--- src/rtl/dmem_arbiter.sv ---
// Two-port valid/ready arbiter in front of a single-port 1024x32 data memory.
// Optional round-robin tie-break is built when DMEM_ARB_RR_EN is defined; fixed port-0 priority otherwise.
module dmem_arbiter #(
    parameter int DATA_WIDTH = 32,
    parameter int ADDR_BITS  = 10
) (
    input  logic                  clk_i,
    input  logic                  rst_i,
    input  logic                  p0_req_valid_i,
    output logic                  p0_req_ready_o,
    input  logic                  p0_we_i,
    input  logic [DATA_WIDTH-1:0] p0_addr_i,
    input  logic [DATA_WIDTH-1:0] p0_wdata_i,
    output logic                  p0_rsp_valid_o,
    input  logic                  p0_rsp_ready_i,
    output logic [DATA_WIDTH-1:0] p0_rdata_o,
    input  logic                  p1_req_valid_i,
    output logic                  p1_req_ready_o,
    input  logic                  p1_we_i,
    input  logic [DATA_WIDTH-1:0] p1_addr_i,
    input  logic [DATA_WIDTH-1:0] p1_wdata_i,
    output logic                  p1_rsp_valid_o,
    input  logic                  p1_rsp_ready_i,
    output logic [DATA_WIDTH-1:0] p1_rdata_o,
    output logic                  mem_we_o,
    output logic [DATA_WIDTH-1:0] mem_addr_o,
    output logic [DATA_WIDTH-1:0] mem_wd_o,
    input  logic [DATA_WIDTH-1:0] mem_rd_i
);

    typedef enum logic [1:0] {
        ST_IDLE = 2'd0,
        ST_BUSY = 2'd1,
        ST_RESP = 2'd2
    } state_e;

    state_e                state_q, state_d;
    logic                  owner_q, owner_d;
    logic                  cmd_we_q, cmd_we_d;
    logic [DATA_WIDTH-1:0] cmd_addr_q, cmd_addr_d;
    logic [DATA_WIDTH-1:0] cmd_wdata_q, cmd_wdata_d;
    logic [DATA_WIDTH-1:0] rdata_q, rdata_d;
    logic [1:0]            grant_s;
    logic                  owner_rsp_ready_s;

`ifdef DMEM_ARB_RR_EN
    logic last_grant_q, last_grant_d;
`endif

    // Winner selection: only in IDLE, at most one grant bit set.
    always_comb begin
        grant_s = 2'b00;
        if ((state_q == ST_IDLE) && !rst_i) begin
`ifdef DMEM_ARB_RR_EN
            if (p0_req_valid_i && p1_req_valid_i) begin
                grant_s = last_grant_q ? 2'b01 : 2'b10;
            end
`else
            if (p0_req_valid_i && p1_req_valid_i) begin
                grant_s = 2'b01;
            end
`endif
            else if (p0_req_valid_i) begin
                grant_s = 2'b01;
            end else if (p1_req_valid_i) begin
                grant_s = 2'b10;
            end else begin
                grant_s = 2'b00;
            end
        end else begin
            grant_s = 2'b00;
        end
    end

`ifdef DMEM_ARB_RR_EN
    // Remember which port won the most recent accept.
    always_comb begin
        if (grant_s != 2'b00) begin
            last_grant_d = grant_s[1];
        end else begin
            last_grant_d = last_grant_q;
        end
    end

    // Round-robin history register; 1 after reset so port 0 takes the first tie.
    always_ff @(posedge clk_i or posedge rst_i) begin
        if (rst_i) begin
            last_grant_q <= 1'b1;
        end else begin
            last_grant_q <= last_grant_d;
        end
    end
`endif

    assign owner_rsp_ready_s = owner_q ? p1_rsp_ready_i : p0_rsp_ready_i;

    // Next-state and command/response register updates.
    always_comb begin
        state_d     = state_q;
        owner_d     = owner_q;
        cmd_we_d    = cmd_we_q;
        cmd_addr_d  = cmd_addr_q;
        cmd_wdata_d = cmd_wdata_q;
        rdata_d     = rdata_q;
        case (state_q)
            ST_IDLE: begin
                if (grant_s != 2'b00) begin
                    state_d     = ST_BUSY;
                    owner_d     = grant_s[1];
                    cmd_we_d    = grant_s[1] ? p1_we_i    : p0_we_i;
                    cmd_addr_d  = grant_s[1] ? p1_addr_i  : p0_addr_i;
                    cmd_wdata_d = grant_s[1] ? p1_wdata_i : p0_wdata_i;
                end else begin
                    state_d = ST_IDLE;
                end
            end
            ST_BUSY: begin
                state_d = ST_RESP;
                rdata_d = cmd_we_q ? {DATA_WIDTH{1'b0}} : mem_rd_i;
            end
            ST_RESP: begin
                if (owner_rsp_ready_s) begin
                    state_d = ST_IDLE;
                end else begin
                    state_d = ST_RESP;
                end
            end
            default: begin
                state_d = ST_IDLE;
            end
        endcase
    end

    // State and command registers.
    always_ff @(posedge clk_i or posedge rst_i) begin
        if (rst_i) begin
            state_q     <= ST_IDLE;
            owner_q     <= 1'b0;
            cmd_we_q    <= 1'b0;
            cmd_addr_q  <= {DATA_WIDTH{1'b0}};
            cmd_wdata_q <= {DATA_WIDTH{1'b0}};
            rdata_q     <= {DATA_WIDTH{1'b0}};
        end else begin
            state_q     <= state_d;
            owner_q     <= owner_d;
            cmd_we_q    <= cmd_we_d;
            cmd_addr_q  <= cmd_addr_d;
            cmd_wdata_q <= cmd_wdata_d;
            rdata_q     <= rdata_d;
        end
    end

    assign p0_req_ready_o = grant_s[0];
    assign p1_req_ready_o = grant_s[1];

    // The write strobe is also masked by reset so a write caught mid-BUSY never commits.
    assign mem_we_o   = (state_q == ST_BUSY) && cmd_we_q && !rst_i;
    // Memory decodes only the low ADDR_BITS; the upper field is carried through untouched.
    assign mem_addr_o = {cmd_addr_q[DATA_WIDTH-1:ADDR_BITS], cmd_addr_q[ADDR_BITS-1:0]};
    assign mem_wd_o   = cmd_wdata_q;

    assign p0_rsp_valid_o = (state_q == ST_RESP) && !owner_q;
    assign p1_rsp_valid_o = (state_q == ST_RESP) &&  owner_q;
    assign p0_rdata_o     = p0_rsp_valid_o ? rdata_q : {DATA_WIDTH{1'b0}};
    assign p1_rdata_o     = p1_rsp_valid_o ? rdata_q : {DATA_WIDTH{1'b0}};

endmodule

--- config.mk ---
export PLATFORM = sky130hd
export DESIGN_NAME = dmem_arbiter
export DESIGN_NICKNAME = d
export VERILOG_FILES = /design/src/rtl/dmem_arbiter.sv
export SDC_FILE = /design/constraint.sdc
export NUM_CORES = 1
export LEC_CHECK = 0
export CELL_PAD_IN_SITES_DETAIL_PLACEMENT = 0
export CELL_PAD_IN_SITES_GLOBAL_PLACEMENT = 1
export CORE_MARGIN = 1
export CORE_UTILIZATION = 24
export DETAILED_ROUTE_END_ITERATION = 6
export PLACE_DENSITY = 0.77
export SLEW_MARGIN = 5
export SYNTH_ARGS = -nofsm -noshare
export SYNTH_HDL_FRONTEND = slang
export SYNTH_SLANG_ARGS = --single-unit
export TNS_END_PERCENT = 1
--- constraint.sdc ---
create_clock -name clk_i -period 3 [get_ports clk_i]
set_input_delay 0.45 -clock clk_i [delete_from_list [all_inputs] [get_ports clk_i]]
set_output_delay 0.45 -clock clk_i [all_outputs]
set_load 0.01 [all_outputs]
==> summary.txt, run 1 <==
outcome = completed
Post-CTS Hold Fix Bufs = 0
worst-margin pin slew = 0.7502 ns
CTS tree = built
Die Y = 145.4 um
root buf cell = clkbuf_16
Vias per Instance = 4.706
Hold Crit Class = reg2reg
Max Buffers Root-to-Sink = 2
Int Pwr = 4.489 mW
Crit. Startpoint = rst_i
Placeable Area = 20170 um2
Post-Place Cells = 996
Pleak = 3.275 nW
Max stage delay cell, worst path = clkdlybuf4s50_1
global-route wire length before repair = 27.57 mm
area grow syn2layout = 71.80%
Worst path top cell family by delay = buffers and inverters
synth warn = 0
Final setup viols = 0
vias = 4762
max cap viols = 0
post-synthesis sequential area ratio = 50.72%
Finished Layout Cells = 1012
crit path time final = 2.598 ns
TritonRoute pass-1 iters = 5
clock skew = 0.007705 ns
FF+latch count, synth = 100
die area = 21130 um2
Mapped Area = 4933 um2
DR WL/cell = 17.39 um
CTS buffer count = 9
DRC errors left = 0
pwr/cell area = 808.2 nW/um2
most frequent cells in the layout = clkdlybuf4s50_1, dfrtp_1, and2_1, a22oi_1, o2bb2ai_1
CP endpoint kind = output port
CP required = 2.55 ns
Post-layout nets = 905
ant diodes = 0
IO Port Bufs = 300
Final GP Congestion = 0.7364
worst hold start = mem_wd_o[20]
vias in the first global route = 4884
sw frac = 34.47%
Multi-input gate area = 2190 um2
WP buf/inv = 2
final setup TNS = 0 ns
Final Worst Setup Slack = 0.4016 ns
final WL = 17.60 mm
CP Launch Type = primary input
starting density of the core = 24.46%
Rel. slew slack = 49.99%
Chip Width = 145.4 um
initial antenna violation count = 0
Setup Fix Bufs, Post-CTS = 0
Distinct cells, synth = 24
R2R Path Start = state_q[1]
FP Rows = 52
CTS clk-pin slew, worst paths = 0.07 ns
Synthesized Nets = 626
share of layout cells above drive strength 1 = 7.951%
Util after Layout = 42.02%
largest net degree at the start of global routing = 72
initial drt markers = 143
Setup WS pre-CTS = 0.3755 ns
Flop pwr share = 36.6%
register area = 2502 um2
GRT Total Usage = 16.80%
Syn Area/Cell = 10.77 um2
commonest non-fill, non-tap cell in the layout = clkdlybuf4s50_1
Post-Synthesis Cells = 458
f_max = 0.3849 GHz
Logic pwr share = 46.3%
Post-CTS Resized = 0
cell mode on critical path = clkdlybuf4s50_1
Clock power frac = 17.1%
H-tree Lvls = 3
Crit Path Class = in2out
final hold violations = 0
I/O pin cnt = 301
CP peak stage delay = 0.58 ns
Peak VDD IR = 411.0 uV
Final ANT Viol Nets = 0
clock sinks = 100
dpl hpwl = 12.22 mm
# fillers = 1989
worst skew pair latency = 0.35 ns
Critical Path Fanout Max = 4
Cell Chain, Critical Path = clkdlybuf4s50_1, or3_4, nor2_1, clkdlybuf4s50_1
overflow left after global routing = 0
final slew viol count = 0
Critical Path AT = 2.15 ns
RSZ-0062 raised after global routing = false
Net Sw Power = 2.361 mW
Tcrit/Tclk final = 86.61%
-- layout make-up --
class	instances	area share (%)
Tap cell	270	3.986
Sequential cell	100	29.52
Clock inverter	4	0.3838
Clock buffer	12	3.144
Timing Repair Buffer	315	36.91
Multi-Input combinational cell	307	25.83
Inverter	4	0.2214
-- cells by family after synthesis --
kind of cell / after synthesis / share of synthesized area [%]
flip-flops: 100 / 50.72
multiplexers: 1 / 0.2282
buffers and inverters: 51 / 5.123
AO/OA/AOI/OAI: 165 / 27.72
AND/OR/NAND/NOR: 141 / 16.21
-- routing by layer --
layer  track usage [%]  wire [um]
met1             20.59       7687
met2             27.76       8235
met3             4.828       1314
met4             6.737        361
met5                 0          0
-- stage by stage --
| stage | hold WS (ns) | instance area (um2) | power (mW) |
|---|---|---|---|
| 6_report | 0.4881 | 8476 | 6.850 |
| 5_1_grt | 0.5018 | 8476 | 7.308 |
| 4_1_cts | 0.4934 | 8476 | 6.967 |
| 3_5_place_dp | 0.4736 | 8177 | 5.741 |
| 3_3_place_gp | 0.4695 | 8177 | 5.695 |
| 2_1_floorplan | 0.4552 | 4937 | 3.976 |
-- worst paths after layout --
kind / to / slack [ns] / cells after the start
min: mem_wd_o[20] / 0.49 / 1
min in group asynchronous: state_q[0] / 0.76 / 3
max reg2reg: mem_addr_o[14] / 1.09 / 4
max in group asynchronous: mem_addr_o[11] / 1.87 / 3
max: p1_req_ready_o / 0.40 / 4
min reg2reg: mem_wd_o[20] / 0.49 / 1
-- cell usage after synthesis, drive strengths merged --
cell | n | area, um2
nand2b | 35 | 219.0
or3 | 1 | 11.26
dfrtp | 100 | 2502
a21oi | 2 | 10.01
o21ai | 33 | 165.2
nor2 | 3 | 11.26
nor3 | 1 | 10.01
nor2b | 1 | 6.260
o32a | 27 | 270.3
nor3b | 1 | 7.510
o221a | 27 | 304.0
a22oi | 38 | 285.3
or2 | 1 | 6.260
o2bb2ai | 38 | 332.8
buf | 23 | 147.6
inv | 4 | 15.01
nand2 | 34 | 127.6
clkbuf | 24 | 90.09
and2 | 64 | 400.4
mux2 | 1 | 11.26
-- state kept, by name, indices dropped and copies added, names as in the netlist --
| name | cells |
|---|---|
| mem_addr_o | 32 |
| mem_wd_o | 32 |
| rdata_q | 32 |
| state_q | 2 |
| cmd_we_q | 1 |
| owner_q | 1 |
-- power groups by stage --
stage               logic [mW]  clock network (mW)  registers, mW
finish                    3.17                1.17           2.51
global route              3.43                1.28           2.60
CTS                       3.23                1.23           2.51
detailed placement        3.23                   0           2.51
global placement          3.20                   0           2.50
floorplan                 1.35                   0           2.62
Power figures use the tool's default switching activity.
==> run 2, diff against run 1 <==
--- a/config.mk
+++ b/config.mk
@@ -13,2 +13,3 @@
 export PLACE_DENSITY = 0.77
+export RECOVER_POWER = 25
 export SLEW_MARGIN = 5
--- a/constraint.sdc
+++ b/constraint.sdc
@@ -3,2 +3,2 @@
 set_output_delay 0.45 -clock clk_i [all_outputs]
-set_load 0.01 [all_outputs]
+set_load 0.1 [all_outputs]
==> run 2 against run 1 <==
Compared with the run above:
- combinational power rose by 130%
- power up 59%
- worst hold slack worse by 0.096 ns
- sequential power barely moved
- non-clock buffer count rose by 3
- cell count up 0.30%
- flip-flop and latch count is the same
- critical endpoint unchanged
- clock skew down 0.0033 ns
- fmax grew 4.8%
==> summary.txt, run 2 (same netlist as run 1, synthesis figures left out) <==
die area = 21130 um2 (unchanged)
CP required = 2.55 ns (about the same)
CP Launch Type = primary input (unchanged)
Max stage delay cell, worst path = dlygate4sd3_1 (was clkdlybuf4s50_1)
Setup Fix Bufs, Post-CTS = 0 (unchanged)
pwr/cell area = 1206 nW/um2 (was 808.2 nW/um2)
GRT Total Usage = 17.14% (was 16.80%)
Critical Path AT = 2.03 ns (was 2.15 ns)
RSZ-0062 raised after global routing = false (unchanged)
DR WL/cell = 17.63 um (was 17.39 um)
CP endpoint kind = output port (unchanged)
Placeable Area = 20170 um2 (unchanged)
Post-CTS Resized = 0 (unchanged)
DRC errors left = 0 (unchanged)
ant diodes = 0 (unchanged)
WP buf/inv = 2 (unchanged)
vias = 4746 (was 4762)
most frequent cells in the layout = clkdlybuf4s50_1, dfrtp_1, buf_4, buf_12, and2_1 (was clkdlybuf4s50_1, dfrtp_1, and2_1, a22oi_1, o2bb2ai_1)
CTS buffer count = 9 (unchanged)
Util after Layout = 44.78% (was 42.02%)
Post-CTS Hold Fix Bufs = 0 (unchanged)
Final Worst Setup Slack = 0.5200 ns (was 0.4016 ns)
Final GP Congestion = 0.7596 (was 0.7364)
CTS tree = built (unchanged)
global-route wire length before repair = 28.13 mm (was 27.57 mm)
CTS clk-pin slew, worst paths = 0.07 ns (about the same)
IO Port Bufs = 300 (unchanged)
Reg-to-Reg End = mem_addr_o[26] (was mem_addr_o[14])
dpl hpwl = 13.04 mm (was 12.22 mm)
f_max = 0.4032 GHz (was 0.3849 GHz)
clock skew = 0.004430 ns (was 0.007705 ns)
H-tree Lvls = 3 (unchanged)
Cell Chain, Critical Path = dlygate4sd3_1, or3_4, nor2_1, buf_12 (was clkdlybuf4s50_1, or3_4, nor2_1, clkdlybuf4s50_1)
Worst path top cell family by delay = buffers and inverters (unchanged)
outcome = completed (unchanged)
I/O pin cnt = 301 (unchanged)
overflow left after global routing = 0 (unchanged)
Setup WS pre-CTS = 0.6746 ns (was 0.3755 ns)
Pleak = 3.690 nW (was 3.275 nW)
share of layout cells above drive strength 1 = 26.31% (was 7.951%)
clock sinks = 100 (unchanged)
worst-margin pin slew = 1.253 ns (was 0.7502 ns)
R2R depth = 4 (unchanged)
vias in the first global route = 4903 (was 4884)
Critical Path Fanout Max = 16 (was 4)
register area = 2502 um2 (unchanged)
Rel. slew slack = 15.98% (was 49.99%)
final hold violations = 0 (unchanged)
FP Rows = 52 (unchanged)
# fillers = 1903 (was 1989)
Final setup viols = 0 (unchanged)
commonest non-fill, non-tap cell in the layout = clkdlybuf4s50_1 (unchanged)
Final ANT Viol Nets = 0 (unchanged)
largest net degree at the start of global routing = 66 (was 72)
R2R Path Start = state_q[1] (unchanged)
initial drt markers = 111 (was 143)
Vias per Instance = 4.676 (was 4.706)
Finished Layout Cells = 1015 (was 1012)
area grow syn2layout = 83.06% (was 71.80%)
Post-layout nets = 908 (was 905)
Die Y = 145.4 um (unchanged)
Peak VDD IR = 705.9 uV (was 411.0 uV)
CP peak stage delay = 0.59 ns (was 0.58 ns)
TritonRoute pass-1 iters = 4 (was 5)
R2R setup slack = 1.19 ns (was 1.09 ns)
Max Buffers Root-to-Sink = 2 (unchanged)
Hold Crit Class = in2reg (was reg2reg)
worst hold start = p0_req_valid_i (was mem_wd_o[20])
Post-Place Cells = 999 (was 996)
Tcrit/Tclk final = 82.67% (was 86.61%)
worst skew pair latency = 0.35 ns (about the same)
Multi-input gate area = 2200 um2 (was 2190 um2)
initial antenna violation count = 0 (unchanged)
starting density of the core = 24.46% (unchanged)
crit path time final = 2.480 ns (was 2.598 ns)
Crit Path Class = in2out (unchanged)
Worst Hold End = owner_q (was mem_wd_o[20])
Chip Width = 145.4 um (unchanged)
final slew viol count = 0 (unchanged)
root buf cell = clkbuf_16 (unchanged)
max cap viols = 0 (unchanged)
final WL = 17.90 mm (was 17.60 mm)
Hold Crit Depth = 2 (was 1)
run 2: cell types whose count changed in the layout (fill, tap and decap cells not counted), moves of 2 or more:
cell,before,now
buf_12,1,70
clkbuf_1,0,3
clkinv_4,2,0
clkdlybuf4s50_1,300,165
nor2_1,3,1
nor2_2,0,2
buf_4,14,79
run 2: area by class of cell:
cell class,instances,share of cell area (%)
timing repair buffer,318,40.63
sequential,100,27.71
multi-input combinational,307,24.36
tap,270,3.741
clock buffer,13,2.882
clock inverter,3,0.4988
inverter,4,0.1801
run 2: routing by layer:
metal	share of wire [%]	track usage, %	up-vias
met5	0	0	-
met4	2.1	5.947	0
met3	6.9	5.078	23
met2	47	27.81	222
met1	44	21.69	2250
li1	-	-	2251
run 2: worst register-to-register path: cells and delay by family (launching register included):
| kind | cells | cell delay (ns) |
|---|---|---|
| buffers and inverters | 1 | 0.28 |
| and+or+nand+nor | 1 | 0.53 |
| DFF | 1 | 0.43 |
| AOI/OAI and AO/OA | 2 | 0.48 |
run 2: metrics by stage:
stage / TNS (ns) / hold WS (ns) / cell area (um2) / total power, mW
2_1_floorplan: -8.155 / 0.4552 / 4938 / 7.739
3_3_place_gp: 0 / 0.4698 / 8733 / 9.688
3_5_place_dp: 0 / 0.4751 / 8733 / 9.756
4_1_cts: 0 / 0.3722 / 9039 / 11.02
5_1_grt: 0 / 0.3994 / 9031 / 11.35
6_report: 0 / 0.3920 / 9031 / 10.90
run 2: where the power goes:
group	internal, mW	switching, mW	total, mW
Combinational	1.93	5.24	7.16
Clock	0.694	0.524	1.22
Sequential	2.03	0.488	2.51
run 2: worst max path at each step:
stage                     from        endpoint  cells after the start
global placement         rst_i  p1_req_ready_o                      4
floorplan                rst_i        cmd_we_q                      1
finish                   rst_i  p1_req_ready_o                      4
global route             rst_i  p1_req_ready_o                      4
detailed placement       rst_i  p1_req_ready_o                      4
CTS                 state_q[0]  p1_rdata_o[25]                      5
==> run 3, diff against run 2 <==
- CORE_UTILIZATION: 24 -> 27
- PLACE_DENSITY: 0.77 -> 0.82
- clock period: 3 -> 2.3 ns (I/O delays scaled with it)
==> run 3 against run 2 <==
Compared with the run above:
- via count rose by 0.53%
- die area is 11% lower
- worst hold slack better by 0.097 ns
- combinational power grew 30%
- sequential power grew 33%
- critical path type is now reg2out
- sequential share of layout area grew 0.15 points
- cell count down 3.9%
- critical endpoint is now p1_rdata_o[8]
- first-iteration DRC count up 53%
==> summary.txt, run 3 (same netlist as run 1, synthesis figures left out) <==
Rel. slew slack = 36.95% (was 15.98%)
Post-CTS Hold Fix Bufs = 0 (unchanged)
DR top layer = met4 (unchanged)
dpl hpwl = 13.08 mm (was 13.04 mm)
clock skew = 0.006550 ns (was 0.004430 ns)
final WL = 16.90 mm (was 17.90 mm)
overflow left after global routing = 0 (unchanged)
largest net degree at the start of global routing = 71 (was 66)
Setup Fix Bufs, Post-CTS = 0 (unchanged)
Tcrit/Tclk final = 92.81%
Final ANT Viol Nets = 0 (unchanged)
global-route wire length before repair = 25.75 mm (was 28.13 mm)
Finished Layout Cells = 975 (was 1015)
I/O pin cnt = 301 (unchanged)
GRT Total Usage = 18.13% (was 17.14%)
area grow syn2layout = 82.04% (was 83.06%)
DR WL/cell = 17.33 um (was 17.63 um)
initial antenna violation count = 1 (was 0)
root buf cell = clkbuf_16 (unchanged)
Worst path top cell family by delay = simple AND/OR/NAND/NOR gates (was buffers and inverters)
CTS tree = built (unchanged)
ant diodes = 0 (unchanged)
Hold Crit Class = reg2reg (was in2reg)
starting density of the core = 27.46% (was 24.46%)
clock sinks = 100 (unchanged)
CP peak stage delay = 0.44 ns (was 0.59 ns)
Post-DP Area = 8723 um2 (was 8733 um2)
Max Buffers Root-to-Sink = 2 (unchanged)
Final GP Congestion = 0.8209 (was 0.7596)
max cap viols = 0 (unchanged)
TritonRoute pass-1 iters = 4 (unchanged)
CP endpoint kind = output port (unchanged)
f_max = 0.4685 GHz
share of layout cells above drive strength 1 = 26.14% (was 26.31%)
CTS buffer count = 9 (unchanged)
crit path time final = 2.135 ns
IO Port Bufs = 300 (unchanged)
CP required = 1.96 ns (was 2.55 ns)
RSZ-0062 raised after global routing = false (unchanged)
Critical Path Fanout Max = 33 (was 16)
Die Y = 137.2 um (was 145.4 um)
Post-Place Cells = 960 (was 999)
most frequent cells in the layout = clkdlybuf4s50_1, dfrtp_1, buf_4, buf_12, and2_1 (unchanged)
CP Launch Type = flip-flop (was primary input)
Routed met2 length = 8.338 mm (was 8.379 mm)
WP buf/inv = 2 (unchanged)
Crit Path Class = reg2out (was in2out)
Critical Path AT = 1.79 ns (was 2.03 ns)
Max stage delay cell, worst path = dfrtp_1 (was dlygate4sd3_1)
Post-layout nets = 910 (was 908)
vias in the first global route = 4782 (was 4903)
final slew viol count = 0 (unchanged)
design area = 8981 um2 (was 9031 um2)
die area = 18820 um2 (was 21130 um2)
# fillers = 1604 (was 1903)
Pleak = 3.695 nW (was 3.690 nW)
Setup WS pre-CTS = 0.2235 ns (was 0.6746 ns)
H-tree Lvls = 3 (unchanged)
M1 wire length = 6.934 mm (was 7.897 mm)
Final setup viols = 0 (unchanged)
commonest non-fill, non-tap cell in the layout = clkdlybuf4s50_1 (unchanged)
worst skew pair latency = 0.35 ns (about the same)
worst-margin pin slew = 0.9457 ns (was 1.253 ns)
Routed met3 length = 1.333 mm (was 1.240 mm)
outcome = completed (unchanged)
pwr/cell area = 1565 nW/um2 (was 1206 nW/um2)
CTS clk-pin slew, worst paths = 0.06 ns (was 0.07 ns)
DRC errors left = 0 (unchanged)
Cell Chain, Critical Path = nand2b_1, nor2_1, buf_6, and2_1, buf_12 (was dlygate4sd3_1, or3_4, nor2_1, buf_12)
FP Rows = 49 (was 52)
final hold violations = 0 (unchanged)
vias = 4771 (was 4746)
Vias per Instance = 4.893 (was 4.676)
initial drt markers = 170 (was 111)
Placeable Area = 17960 um2 (was 20170 um2)
Peak VDD IR = 1390 uV (was 705.9 uV)
Final Worst Setup Slack = 0.1653 ns (was 0.5200 ns)
Chip Width = 137.2 um (was 145.4 um)
==> run 3: layout make-up <==
type	count	area (um2)	share of cell area (%)
clock buffers	11	242.7	2.703
clock inverters	4	26.28	0.2926
inverters	4	18.77	0.2090
multi-input cells	307	2195	24.44
flip-flops and latches	100	2502	27.86
well taps	229	286.5	3.190
repair buffers	320	3710	41.31
==> run 3: per-stage QoR <==
step	hold slack [ns]	power [mW]	utilization, %	setup TNS [ns]
after floorplan	0.4552	10.10	-	-4.035
after global placement	0.4728	12.56	48.56	0
after detailed placement	0.4785	12.72	48.56	0
after CTS	0.4946	14.16	50.06	0
after global routing	0.5105	14.65	50.00	0
final	0.4892	14.05	50.00	0
==> run 3: per-layer routing <==
layer	GRT usage, %	up-vias
li1	-	2267
met1	22.10	2252
met2	30.64	233
met3	5.372	19
met4	5.617	0
met5	0	-
==> run 3: worst reg2reg max path, cell delays in order, from the launching register on <==
cell and delay [ns]:
dfrtp_1 0.43, or3_4 0.42, buf_4 0.24, o32a_1 0.36, o221a_2 0.13
==> run 3: power breakdown <==
part | internal, mW | switching (mW) | leakage (nW) | total (mW)
Combinational | 2.53 | 6.79 | 2.32 | 9.31
Sequential | 2.64 | 0.688 | 1.24 | 3.33
Clock | 0.756 | 0.652 | 0.131 | 1.41
==> run 3: worst paths after layout <==
path                             start              to  slack (ns)  depth (start not counted)
max                         state_q[0]   p1_rdata_o[8]        0.17                          5
min                        mem_wd_o[3]     mem_wd_o[3]        0.49                          1
max reg2reg                 state_q[1]  mem_addr_o[10]        0.61                          4
min reg2reg                mem_wd_o[3]     mem_wd_o[3]        0.49                          1
max in group asynchronous        rst_i   mem_addr_o[2]        0.66                          4
min in group asynchronous        rst_i         owner_q        0.92                          4
==> run 3: timing repair <==
item                                   CTS  global route
gates resized for setup                  0             2
endpoints found under the hold margin    0             0
setup endpoints to repair                0            14
